--- src/rtl/mem_write_buffer.sv ---
// Posted-write FIFO between cache/controller and memory bus; optional WB_MERGE_EN enables write coalescing.
// Latency: a write accepted on edge N is presented on memen/memadr from cycle N+1; no empty bypass.
// Backpressure: done drops when all DEPTH entries are occupied; the CPU holds its request until done.
module mem_write_buffer #(
  parameter int DEPTH = 4,
  parameter int AW    = 30,
  parameter int DW    = 32
) (
  input  logic              clk,
  input  logic              reset,
  input  logic [AW-1:0]     adr,
  input  logic [DW-1:0]     data,
  input  logic [DW/8-1:0]   byteen,
  input  logic              en,
  output logic              done,
  output logic [AW-1:0]     memadr,
  output logic [DW-1:0]     memdata,
  output logic [DW/8-1:0]   membyteen,
  output logic              memen,
  input  logic              memdone
);

  localparam int BW = DW / 8;
  localparam int PW = $clog2(DEPTH);
  localparam int CW = PW + 1;

  localparam logic [PW-1:0] PTR_ONE   = PW'(1);
  localparam logic [CW-1:0] CNT_FULL  = CW'(DEPTH);

  // Entry storage; contents are don't-care after reset, only pointers are cleared.
  logic [AW-1:0] mem_adr  [DEPTH];
  logic [DW-1:0] mem_data [DEPTH];
  logic [BW-1:0] mem_be   [DEPTH];

  logic [PW-1:0] head;
  logic [PW-1:0] tail;
  logic [CW-1:0] count;

  logic full;
  logic push;
  logic pop;

  // Fullness is judged on the current count only: a pop this cycle does not free a slot for this cycle's push.
  assign full  = (count == CNT_FULL);
  assign memen = (count != '0);
  assign pop   = memen && memdone;

`ifdef WB_MERGE_EN
  logic [PW-1:0] last;
  logic          merge;

  // Coalesce only into the newest entry, and only when it is not also the head
  // (count >= 2), because the head is already visible on the memory bus.
  assign last  = tail - PTR_ONE;
  assign merge = en && reset && (count >= CW'(2)) && (adr == mem_adr[last]);
  assign push  = en && reset && !full && !merge;
  assign done  = push || merge;
`else
  assign push  = en && reset && !full;
  assign done  = push;
`endif

  // Head entry drives the bus; zeros when nothing is pending.
  always_comb begin
    memadr    = '0;
    memdata   = '0;
    membyteen = '0;
    if (memen) begin
      memadr    = mem_adr[head];
      memdata   = mem_data[head];
      membyteen = mem_be[head];
    end
  end

  // Pointer and occupancy bookkeeping; reset discards any pending writes.
  always_ff @(posedge clk) begin
    if (!reset) begin
      head  <= '0;
      tail  <= '0;
      count <= '0;
    end else begin
      if (push) tail <= tail + PTR_ONE;
      if (pop)  head <= head + PTR_ONE;
      count <= count + {{PW{1'b0}}, push} - {{PW{1'b0}}, pop};
    end
  end

  // Entry writes: new entries at the tail, merged byte lanes into the newest entry.
  always_ff @(posedge clk) begin
    if (push) begin
      mem_adr[tail]  <= adr;
      mem_data[tail] <= data;
      mem_be[tail]   <= byteen;
    end
`ifdef WB_MERGE_EN
    else if (merge) begin
      for (int i = 0; i < BW; i++) begin
        if (byteen[i]) mem_data[last][8*i +: 8] <= data[8*i +: 8];
      end
      mem_be[last] <= mem_be[last] | byteen;
    end
`endif
  end

endmodule

--- config.mk ---
export PLATFORM = sky130hd
export DESIGN_NAME = mem_write_buffer
export DESIGN_NICKNAME = d
export VERILOG_FILES = /design/src/rtl/mem_write_buffer.sv
export SDC_FILE = /design/constraint.sdc
export NUM_CORES = 1
export LEC_CHECK = 0
export CAP_MARGIN = 40
export CORE_UTILIZATION = 40
export DETAILED_ROUTE_END_ITERATION = 12
export HOLD_SLACK_MARGIN = 0.03
export PLACE_DENSITY = 0.61
export SLEW_MARGIN = 15
export SYNTH_ARGS = -nofsm -noshare
export SYNTH_HDL_FRONTEND = slang
export SYNTH_SLANG_ARGS = --single-unit
export TNS_END_PERCENT = 50
--- constraint.sdc ---
create_clock -name clk -period 8.9 [get_ports clk]
set_input_delay 2.225 -clock clk [delete_from_list [all_inputs] [get_ports clk]]
set_output_delay 2.225 -clock clk [all_outputs]
set_load 0.005 [all_outputs]
==> results.ini, run 1 <==
[run_status]
status = complete, no violations

[yosys]
synth-edff-count = 264
synth_area_leaders = edfxtp_1 76%, mux4_2 14%, and2_1 4.4%
synth_area_sq_mm = 0.01042
yosysTopAreaCellShare_pct = 76.06
ys_warn_count = 0
synth-main-ff-cell = edfxtp_1
netlist_instances = 465
yosysTopAreaCell = edfxtp_1
synth.avg_cell_area_sq_um = 22.41
ys_seq_area_share_pct = 77.79
synth_cell_types = 20
synth_async_sr_flop_share_pct = 0
synth_nets = 542
ys_ff_latch = 273

[clock_tree]
cts-hold-fix-buffers = 0
cts_inserted_buffers = 29
cts.reportedPaths.clkPinSlew_ns = 0.05
cts_buffer_depth = 3
htree_levels = 1
cts.sinks = 273
insertion_delay_ns = 0.53
root_buffer = clkbuf_16
cts_resized = 0
cts_tree = built
post_cts_buffers = 0

[drt]
viasPerCell = 5.035
drt_first_pass_iters = 6
dr_total_vias = 4889
wl_mm = 20.09
drc = 0
wire_per_inst_microns = 20.69
ant_nets = 0
drt_iter0_drc = 328

[global_route]
grtUsageMet3_pct = 3.047
grt.met2_usage_pct = 26.52
grt_max_degree = 70
grt_pass1_wl_mm = 30.92
use_met1_pct = 20.22
track_usage_pct = 15.47
grt_busiest_layer = met2
globalRoute.totalOverflow = 0
grt_pass1_vias = 5402
antenna_found_initial = 1

[setup_path]
slowest_stage = clkdlybuf4s50_1
r2r_cells = 9
crit_chain = clkdlybuf4s50_1, nand2_1, a21oi_2, clkdlybuf4s50_1
crit_path_max_incr_delay_ns = 0.63
worst_ep_required_time_ns = 6.68
worst_ep_arrival_time_ns = 3.87
cp-endpoint = done
timing.rr.end = count[2]
cp-start-kind = primary input
r2r-start = count[1]
r2r_setup_slack_ns = 6.21
crit_start = reset
cpMostUsedCell = clkdlybuf4s50_1
crit_type = in2out
worst_setup_path_end_kind = output port
worst-path-max-fanout = 9

[sta]
setup_viol = 0
layout_min_cycle_time_ns = 6.093
fin_worst_skew_ns = 0.007827
max_slew_margin_pct = 50.97
finalCritPeriodShare_pct = 68.46
rsz0062_at_grt = no
maxSlewViolCount = 0
fin_tns_setup_ns = 0
timing.fmax_mhz = 164.1
tightest_slew_ns = 0.7355
setup_ws_ns = 2.807
hold_viol = 0

[finish]
fin_util_pct = 51.75
area_growth_pct = 26.11
fillers = 2014
final_common_cell = edfxtp_1
layout_common_cells = 264 x edfxtp_1, 137 x clkdlybuf4s50_1, 70 x and2_1
drive_above_1_share_pct = 18.44
fin_nets = 695

[floorplanning]
die_area_sq_mm = 0.02671
core_sq_mm = 0.02540
num_rows = 58
die_h_microns = 163.4
die_x_microns = 163.4
pin_count = 138
initial_core_util_pct = 41.03

[pwr]
p_sw_share_pct = 24.64
comb_power_share_pct = 26.2
pwr-share-seq_pct = 43.1
power_uw = 3645
p_switching_uw = 898.2
ir_drop_mv = 0.2260
pwr-share-clk_pct = 30.7
power_density_mw_per_mm2 = 277.3
intPower_uw = 2747
p_leak_uw = 0.004139

[placed_design]
dp_hpwl_mm = 11.55
place.gp.congestion = 0.6618
place_ws_ns = 2.802
portBuffers = 137

[min_path]
min_path_type = reg2reg

[job]
max_cap_viol_count = 0

-- power groups by stage --
stage               Clock (uW)  Combinational [uW]  Sequential, uW
global route              1200                1040            1590
global placement             0                 930            1610
floorplan                    0                 515            1560
detailed placement           0                 968            1600
CTS                       1150                 974            1580
finish                    1120                 954            1570
-- routing by layer --
layer	share of wire, %	up-vias
met2	50	131
met4	1.7	0
met5	0	-
met1	42	2538
li1	-	2193
met3	6.0	27
-- critical path, delay by kind of cell --
family	cells	cell delay, ns
buffers and inverters	2	1.21
AOI/OAI and AO/OA	1	0.32
and+or+nand+nor	1	0.10
-- layout make-up --
class                      count  area (sq um)  area share [%]
timing repair buffer         144          1536           11.69
antenna                        1         2.502         0.01904
clock inverter                14         117.6          0.8948
tap                          330         412.9           3.141
clock buffer                  39         763.2           5.807
inverter                       6         22.52          0.1713
multi-input combinational    164          2173           16.53
sequential                   273          8115           61.74
-- state kept, by name (all words and copies together), names as in the netlist, named ones only --
name,flops
mem_data,128
mem_adr,120
mem_be,16
count,3
head,2
tail,2
-- logic make-up (layout without fill, tap and decap cells) --
kind of cell	Yosys count	after routing	share of synthesized area, %
compound gates	4	4	0.2641
other cells	0	1	0
simple gates	82	82	4.874
mux	68	68	14.45
fa+ha+maj	7	7	0.9124
flops	273	273	77.79
buf+inv	28	203	1.453
xor+xnor	3	3	0.2521
-- synthesized netlist by cell type, types with 3 or more instances --
cell type and count:
and2_1 74, buf_2 7, buf_6 5, clkbuf_1 10
dfxtp_1 9, edfxtp_1 264, ha_1 6, inv_1 6
mux4_2 66, nand2_1 4, xnor2_1 3
-- worst min path at each step --
stage               startpoint  endpoint  slack [ns]  cells after the start
floorplan              head[0]      flop        0.46                      2
global placement       head[0]   head[0]        0.48                      2
detailed placement     tail[0]   tail[0]        0.51                      2
CTS                    tail[0]   tail[0]        0.52                      2
global route           tail[0]   tail[0]        0.55                      1
finish                 tail[1]   tail[1]        0.53                      2
-- through the flow --
stage	area, sq um	hold WS, ns	std cells
2_1_floorplan	10420	0.4572	465
3_3_place_gp	12100	0.4821	911
3_5_place_dp	12240	0.5085	916
4_1_cts	13120	0.5224	969
5_1_grt	13140	0.5504	970
6_report	13140	0.5259	971
Power figures use the tool's default switching activity.
==> run 2: changes to the inputs <==
--- a/config.mk
+++ b/config.mk
@@ -9,7 +9,7 @@
 export CORE_UTILIZATION = 40
 export DETAILED_ROUTE_END_ITERATION = 12
 export HOLD_SLACK_MARGIN = 0.03
-export PLACE_DENSITY = 0.61
+export PLACE_DENSITY = 0.63
 export SLEW_MARGIN = 15
 export SYNTH_ARGS = -nofsm -noshare
 export SYNTH_HDL_FRONTEND = slang
==> constraint.sdc (replaced) <==
create_clock -name clk -period 5.1 [get_ports clk]
set_input_delay 1.275 -clock clk [delete_from_list [all_inputs] [get_ports clk]]
set_output_delay 1.275 -clock clk [all_outputs]
set_load 0.005 [all_outputs]
==> run 2 against run 1 <==
  * Utilization is 0.14 points higher
  * Final area up 0.28%
  * Sequential cell count unchanged
  * Die area stayed put
  * Non-clock buffer count unchanged
  * First-iteration DRC count is 3.4% higher
  * Clock skew is 0.0081 ns higher
  * Sequential power rose by 75%
  * Register-to-register slack got worse by 3.8 ns
  * Critical path depth stayed put
  * Combinational power increased by 74%
  * Via count rose by 0.43%
  * Critical path type unchanged
  * Largest cell class unchanged
  * Largest power group unchanged
  * Highest routed layer unchanged
==> results.ini, run 2 (synthesis gave the netlist of run 1 again) <==
[run_status]
status = complete, no violations

[clock_tree]
cts_buffer_depth = 3  ; unchanged
htree_levels = 1  ; unchanged
cts_tree = built
cts_resized = 0  ; unchanged
cts_inserted_buffers = 29  ; unchanged
post_cts_buffers = 0  ; unchanged
cts.sinks = 273  ; unchanged
cts-hold-fix-buffers = 0  ; unchanged
cts.reportedPaths.clkPinSlew_ns = 0.06  ; about the same
insertion_delay_ns = 0.53  ; about the same
root_buffer = clkbuf_16

[global_route]
grt_pass1_vias = 5476  ; +1.4%
grtUsageMet3_pct = 3.682  ; +0.63 points
antenna_found_initial = 0  ; -1
track_usage_pct = 15.30  ; -0.17 points
use_met1_pct = 19.93  ; -0.29 points
grt_max_degree = 70  ; unchanged
grt.met2_usage_pct = 25.81  ; -0.71 points
grt_busiest_layer = met2
globalRoute.totalOverflow = 0  ; unchanged
grt_pass1_wl_mm = 30.81  ; -0.36%

[floorplanning]
initial_core_util_pct = 41.03  ; unchanged
die_h_microns = 163.4  ; unchanged
die_area_sq_mm = 0.02671  ; unchanged
pin_count = 138  ; unchanged
core_sq_mm = 0.02540  ; unchanged
num_rows = 58  ; unchanged
die_x_microns = 163.4  ; unchanged

[drt]
viasPerCell = 5.067  ; +0.64%
drt_first_pass_iters = 4  ; -2
wl_mm = 19.59  ; -2.5%
drc = 0  ; unchanged
dr_total_vias = 4910  ; +0.43%
wire_per_inst_microns = 20.22  ; -2.3%
ant_nets = 0  ; unchanged
drt_iter0_drc = 339  ; +3.4%

[finish]
fin_area_sq_mm = 0.01318  ; +0.28%
final_common_cell = edfxtp_1
drive_above_1_share_pct = 18.62  ; +0.19 points
regMostFlops = mem_data
top_regs = mem_data x128, mem_adr x120, mem_be x16
area_growth_pct = 26.46
n_antenna_cell = 0  ; -1
layout_common_cells = 264 x edfxtp_1, 137 x clkdlybuf4s50_1, 70 x and2_1
largest_reg_flops = 128  ; unchanged
fin_nets = 695  ; unchanged

[setup_path]
worst-path-max-fanout = 9  ; unchanged
worst_ep_required_time_ns = 3.83  ; -2.85 ns
slowest_stage = clkdlybuf4s50_1
cp_num_buf_inv = 2  ; unchanged
r2r-start = count[1]
cpMostUsedCell = clkdlybuf4s50_1
cp-start-kind = primary input
crit_start = reset
crit_type = in2out
cp_top_family = buffers and inverters
crit_chain = clkdlybuf4s50_1, nand2_1, a21oi_2, clkdlybuf4s50_1
worst_ep_arrival_time_ns = 2.98  ; -0.89 ns
crit_path_max_incr_delay_ns = 0.65  ; +0.02 ns
worst_setup_path_end_kind = output port

[placed_design]
place.gp.congestion = 0.6969  ; +5.3%
placed_area_sq_mm = 0.01225  ; +0.10%
dp_hpwl_mm = 11.13  ; -3.6%
portBuffers = 137  ; unchanged

[sta]
tightest_slew_ns = 0.7213  ; -0.01414 ns
layout_min_cycle_time_ns = 4.256
rsz0062_at_grt = no
max_slew_margin_pct = 51.91  ; +0.94 points
timing.fmax_mhz = 235.0
finalCritPeriodShare_pct = 83.45
maxSlewViolCount = 0  ; unchanged
setup_viol = 0  ; unchanged
fin_tns_setup_ns = 0  ; unchanged
fin_worst_skew_ns = 0.01593  ; +0.008100 ns
hold_viol = 0  ; unchanged

[min_path]
hold_start = head[0]
min_path_type = reg2reg

[pwr]
ir_drop_mv = 0.3236  ; +43%
p_leak_uw = 0.004164  ; +0.62%
power_density_mw_per_mm2 = 488.6  ; +76%

[job]
max_cap_viol_count = 0  ; unchanged

[run 2: power by group]
group	internal, uW	total (uW)	switching [uW]
logic	1020	1660	646
registers	2630	2740	110
clock network	1240	2030	791
total	4890	6440	1550
[run 2: worst min-delay path, stage by stage (launching register included)]
cell     delay, ns
dfxtp_1       0.32
nand2_1       0.07
o21ai_0       0.07
[run 2: final timing paths]
| kind | depth (start not counted) | slack, ns | end |
|---|---|---|---|
| setup / recovery | 4 | 0.84 | done |
| hold / removal | 2 | 0.50 | flop |
| setup reg to reg | 9 | 2.38 | count[2] |
| hold reg to reg | 2 | 0.50 | flop |
[run 2: cell type report]
cell class / count / area [sq um]
Multi-Input combinational cell: 164 / 2173
Fill cell: 2009 / 12220
Sequential cell: 273 / 8115
Inverter: 6 / 22.52
Clock buffer: 39 / 763.2
Timing Repair Buffer: 144 / 1529
Clock inverter: 13 / 163.9
Tap cell: 330 / 412.9
[run 2: routing by layer]
layer	share of wire, %	vias to the layer above
met4	2.0	0
met2	49	158
met5	0	-
met3	6.2	32
met1	43	2530
li1	-	2190
[run 2: through the flow]
step           utilization (%)  cells  power, uW  setup WS [ns]  hold WS (ns)
2_1_floorplan                -    465       3619          1.214        0.4572
3_3_place_gp             47.81    913       4451         0.9777        0.4780
3_5_place_dp             48.24    917       4497         0.8379        0.4925
4_1_cts                  51.89    969       6557         0.8297        0.5035
5_1_grt                  51.89    969       6760         0.7411        0.5176
6_report                 51.89    969       6440         0.8438        0.5031
==> run 3: changes to the inputs <==
--- a/config.mk
+++ b/config.mk
@@ -9,7 +9,7 @@
 export CORE_UTILIZATION = 40
 export DETAILED_ROUTE_END_ITERATION = 12
 export HOLD_SLACK_MARGIN = 0.03
-export PLACE_DENSITY = 0.63
+export PLACE_DENSITY = 0.61
 export SLEW_MARGIN = 15
 export SYNTH_ARGS = -nofsm -noshare
 export SYNTH_HDL_FRONTEND = slang
==> constraint.sdc (replaced) <==
create_clock -name clk -period 4.2 [get_ports clk]
set_input_delay 1.05 -clock clk [delete_from_list [all_inputs] [get_ports clk]]
set_output_delay 1.05 -clock clk [all_outputs]
set_load 0.005 [all_outputs]
==> run 3 against run 2 <==
  * Global-route usage shrank 0.086 points
  * Clock-buffer cell count grew 5
  * Utilization grew 0.36 points
  * Clock skew shrank 0.0060 ns
  * Worst hold slack gained 0.0042 ns
  * Die area is the same
  * Critical path depth is the same
  * Total power grew 21%
  * First-iteration DRC count shrank 8.3%
  * Sequential power grew 22%
  * Critical path type is now reg2out
==> results.ini, run 3 (synthesis gave the netlist of run 1 again) <==
[setup_path]
worst_ep_arrival_time_ns = 2.69  ; -0.29 ns
worst-path-max-fanout = 22  ; +13
r2r-start = count[1]
crit_type = reg2out
worst_ep_required_time_ns = 3.15  ; -0.68 ns
worst_setup_path_end_kind = output port
cp-start-kind = flop

[drt]
wl_mm = 19.66  ; +0.34%
drt_iter0_drc = 311  ; -8.3%
drc = 0  ; unchanged
wire_per_inst_microns = 20.02  ; -0.99%
dr_total_vias = 4957  ; +0.96%
ant_nets = 0  ; unchanged
drt_first_pass_iters = 5  ; +1
viasPerCell = 5.048  ; -0.38%

[floorplanning]
die_x_microns = 163.4  ; unchanged
core_sq_mm = 0.02540  ; unchanged
initial_core_util_pct = 41.03  ; unchanged
die_h_microns = 163.4  ; unchanged
die_area_sq_mm = 0.02671  ; unchanged
pin_count = 138  ; unchanged
num_rows = 58  ; unchanged

[sta]
setup_viol = 0  ; unchanged
tightest_slew_ns = 0.7161  ; -0.005177 ns
fin_tns_setup_ns = 0  ; unchanged
maxSlewViolCount = 0  ; unchanged
rsz0062_at_grt = no
layout_min_cycle_time_ns = 3.737
timing.fmax_mhz = 267.6
finalCritPeriodShare_pct = 88.98
hold_viol = 0  ; unchanged
max_slew_margin_pct = 52.26  ; +0.35 points
fin_worst_skew_ns = 0.009926  ; -0.006001 ns
holdWs_ns = 0.5073  ; +0.004204 ns

[finish]
largest_reg_flops = 128  ; unchanged
fin_util_pct = 52.25  ; +0.36 points
final_common_cell = edfxtp_1
layout_common_cells = 264 x edfxtp_1, 137 x clkdlybuf4s50_1, 70 x and2_1
area_growth_pct = 27.34
fillers = 2000  ; -0.45%
top_regs = mem_data x128, mem_adr x120, mem_be x16
fin_nets = 704  ; +1.3%
regMostFlops = mem_data
drive_above_1_share_pct = 20.62  ; +2.0 points

[min_path]
hold_start = tail[1]
min_path_type = reg2reg

[clock_tree]
cts.reportedPaths.clkPinSlew_ns = 0.06  ; about the same
post_cts_buffers = 0  ; unchanged
cts_resized = 0  ; unchanged
cts_buffer_depth = 3  ; unchanged
root_buffer = clkbuf_16
cts_tree = built
cts-hold-fix-buffers = 0  ; unchanged
htree_levels = 1  ; unchanged
cts_inserted_buffers = 29  ; unchanged
insertion_delay_ns = 0.53  ; about the same
cts.sinks = 273  ; unchanged

[placed_design]
place.gp.congestion = 0.7108  ; +2.0%
portBuffers = 137  ; unchanged
dp_hpwl_mm = 11.72  ; +5.3%

[global_route]
grt_pass1_wl_mm = 30.71  ; -0.33%
grt_pass1_vias = 5425  ; -0.93%
antenna_found_initial = 1  ; +1
track_usage_pct = 15.22  ; -0.086 points
grt_max_degree = 70  ; unchanged
globalRoute.totalOverflow = 0  ; unchanged

[job]
max_cap_viol_count = 0  ; unchanged

[pwr]
p_leak_uw = 0.004221  ; +1.4%
pwr-share-clk_pct = 31.5  ; about the same
ir_drop_mv = 0.3096  ; -4.3%
intPower_uw = 5931  ; +21%
power_uw = 7820  ; +21%
p_sw_share_pct = 24.15  ; +0.12 points
power_density_mw_per_mm2 = 589.2  ; +21%
pwr-share-seq_pct = 42.5  ; about the same
p_switching_uw = 1889  ; +22%
comb_power_share_pct = 26.0  ; +0.2 points

[run_status]
status = complete, no violations

run 3: cell types whose count changed in the layout (fill, tap and decap cells not counted), sizes merged, moves of 2 or more:
cell,delta
clkinv,-2
buf,+9
bufinv,-3
diode,+2
clkbuf,+5
run 3: metal layers:
metal | up-vias | global-route usage, % | wire (microns)
li1 | 2208 | - | -
met1 | 2587 | 19.66 | 8271
met2 | 134 | 26.17 | 9818
met3 | 28 | 3.149 | 1159
met4 | 0 | 3.823 | 409
met5 | - | 0 | 0
run 3: cell type report:
type	count	area (sq um)	area share [%]
clock buffer	44	873.3	6.581
sequential	273	8115	61.15
tap	330	412.9	3.111
inverter	6	22.52	0.1697
multi-input combinational	164	2173	16.38
clock inverter	10	77.57	0.5845
timing repair buffer	153	1592	11.99
antenna	2	5.005	0.03771
run 3: stage by stage:
step / instances / setup WS (ns) / cell area, sq um
final: 982 / 0.4628 / 13270
after global placement: 926 / 0.7448 / 12320
after CTS: 980 / 0.3599 / 13270
after global routing: 980 / 0.2961 / 13270
after floorplan: 465 / 0.5393 / 10420
after detailed placement: 926 / 0.7137 / 12320
run 3: final timing paths:
check / endpoint / slack, ns / cells after the start
worst max-delay path: memadr[10] / 0.46 / 4
worst min-delay path: tail[1] / 0.51 / 2
worst max register to register: count[2] / 1.55 / 9
worst min register to register: tail[1] / 0.51 / 2
run 3: worst max-delay path, cell delays in order (launching register included):
cell             delay (ns)
dfxtp_4                0.66
buf_12                 0.28
mux4_2                 0.53
and2_1                 0.20
clkdlybuf4s50_1        0.45
run 3: power by group through the flow:
stage                     clock network [uW]  logic, uW  registers (uW)
final                                   2460       2030            3330
after global routing                    2620       2220            3350
after CTS                               2520       2090            3340
after detailed placement                   0       2080            3390
after global placement                     0       2070            3380
after floorplan                            0       1090            3300
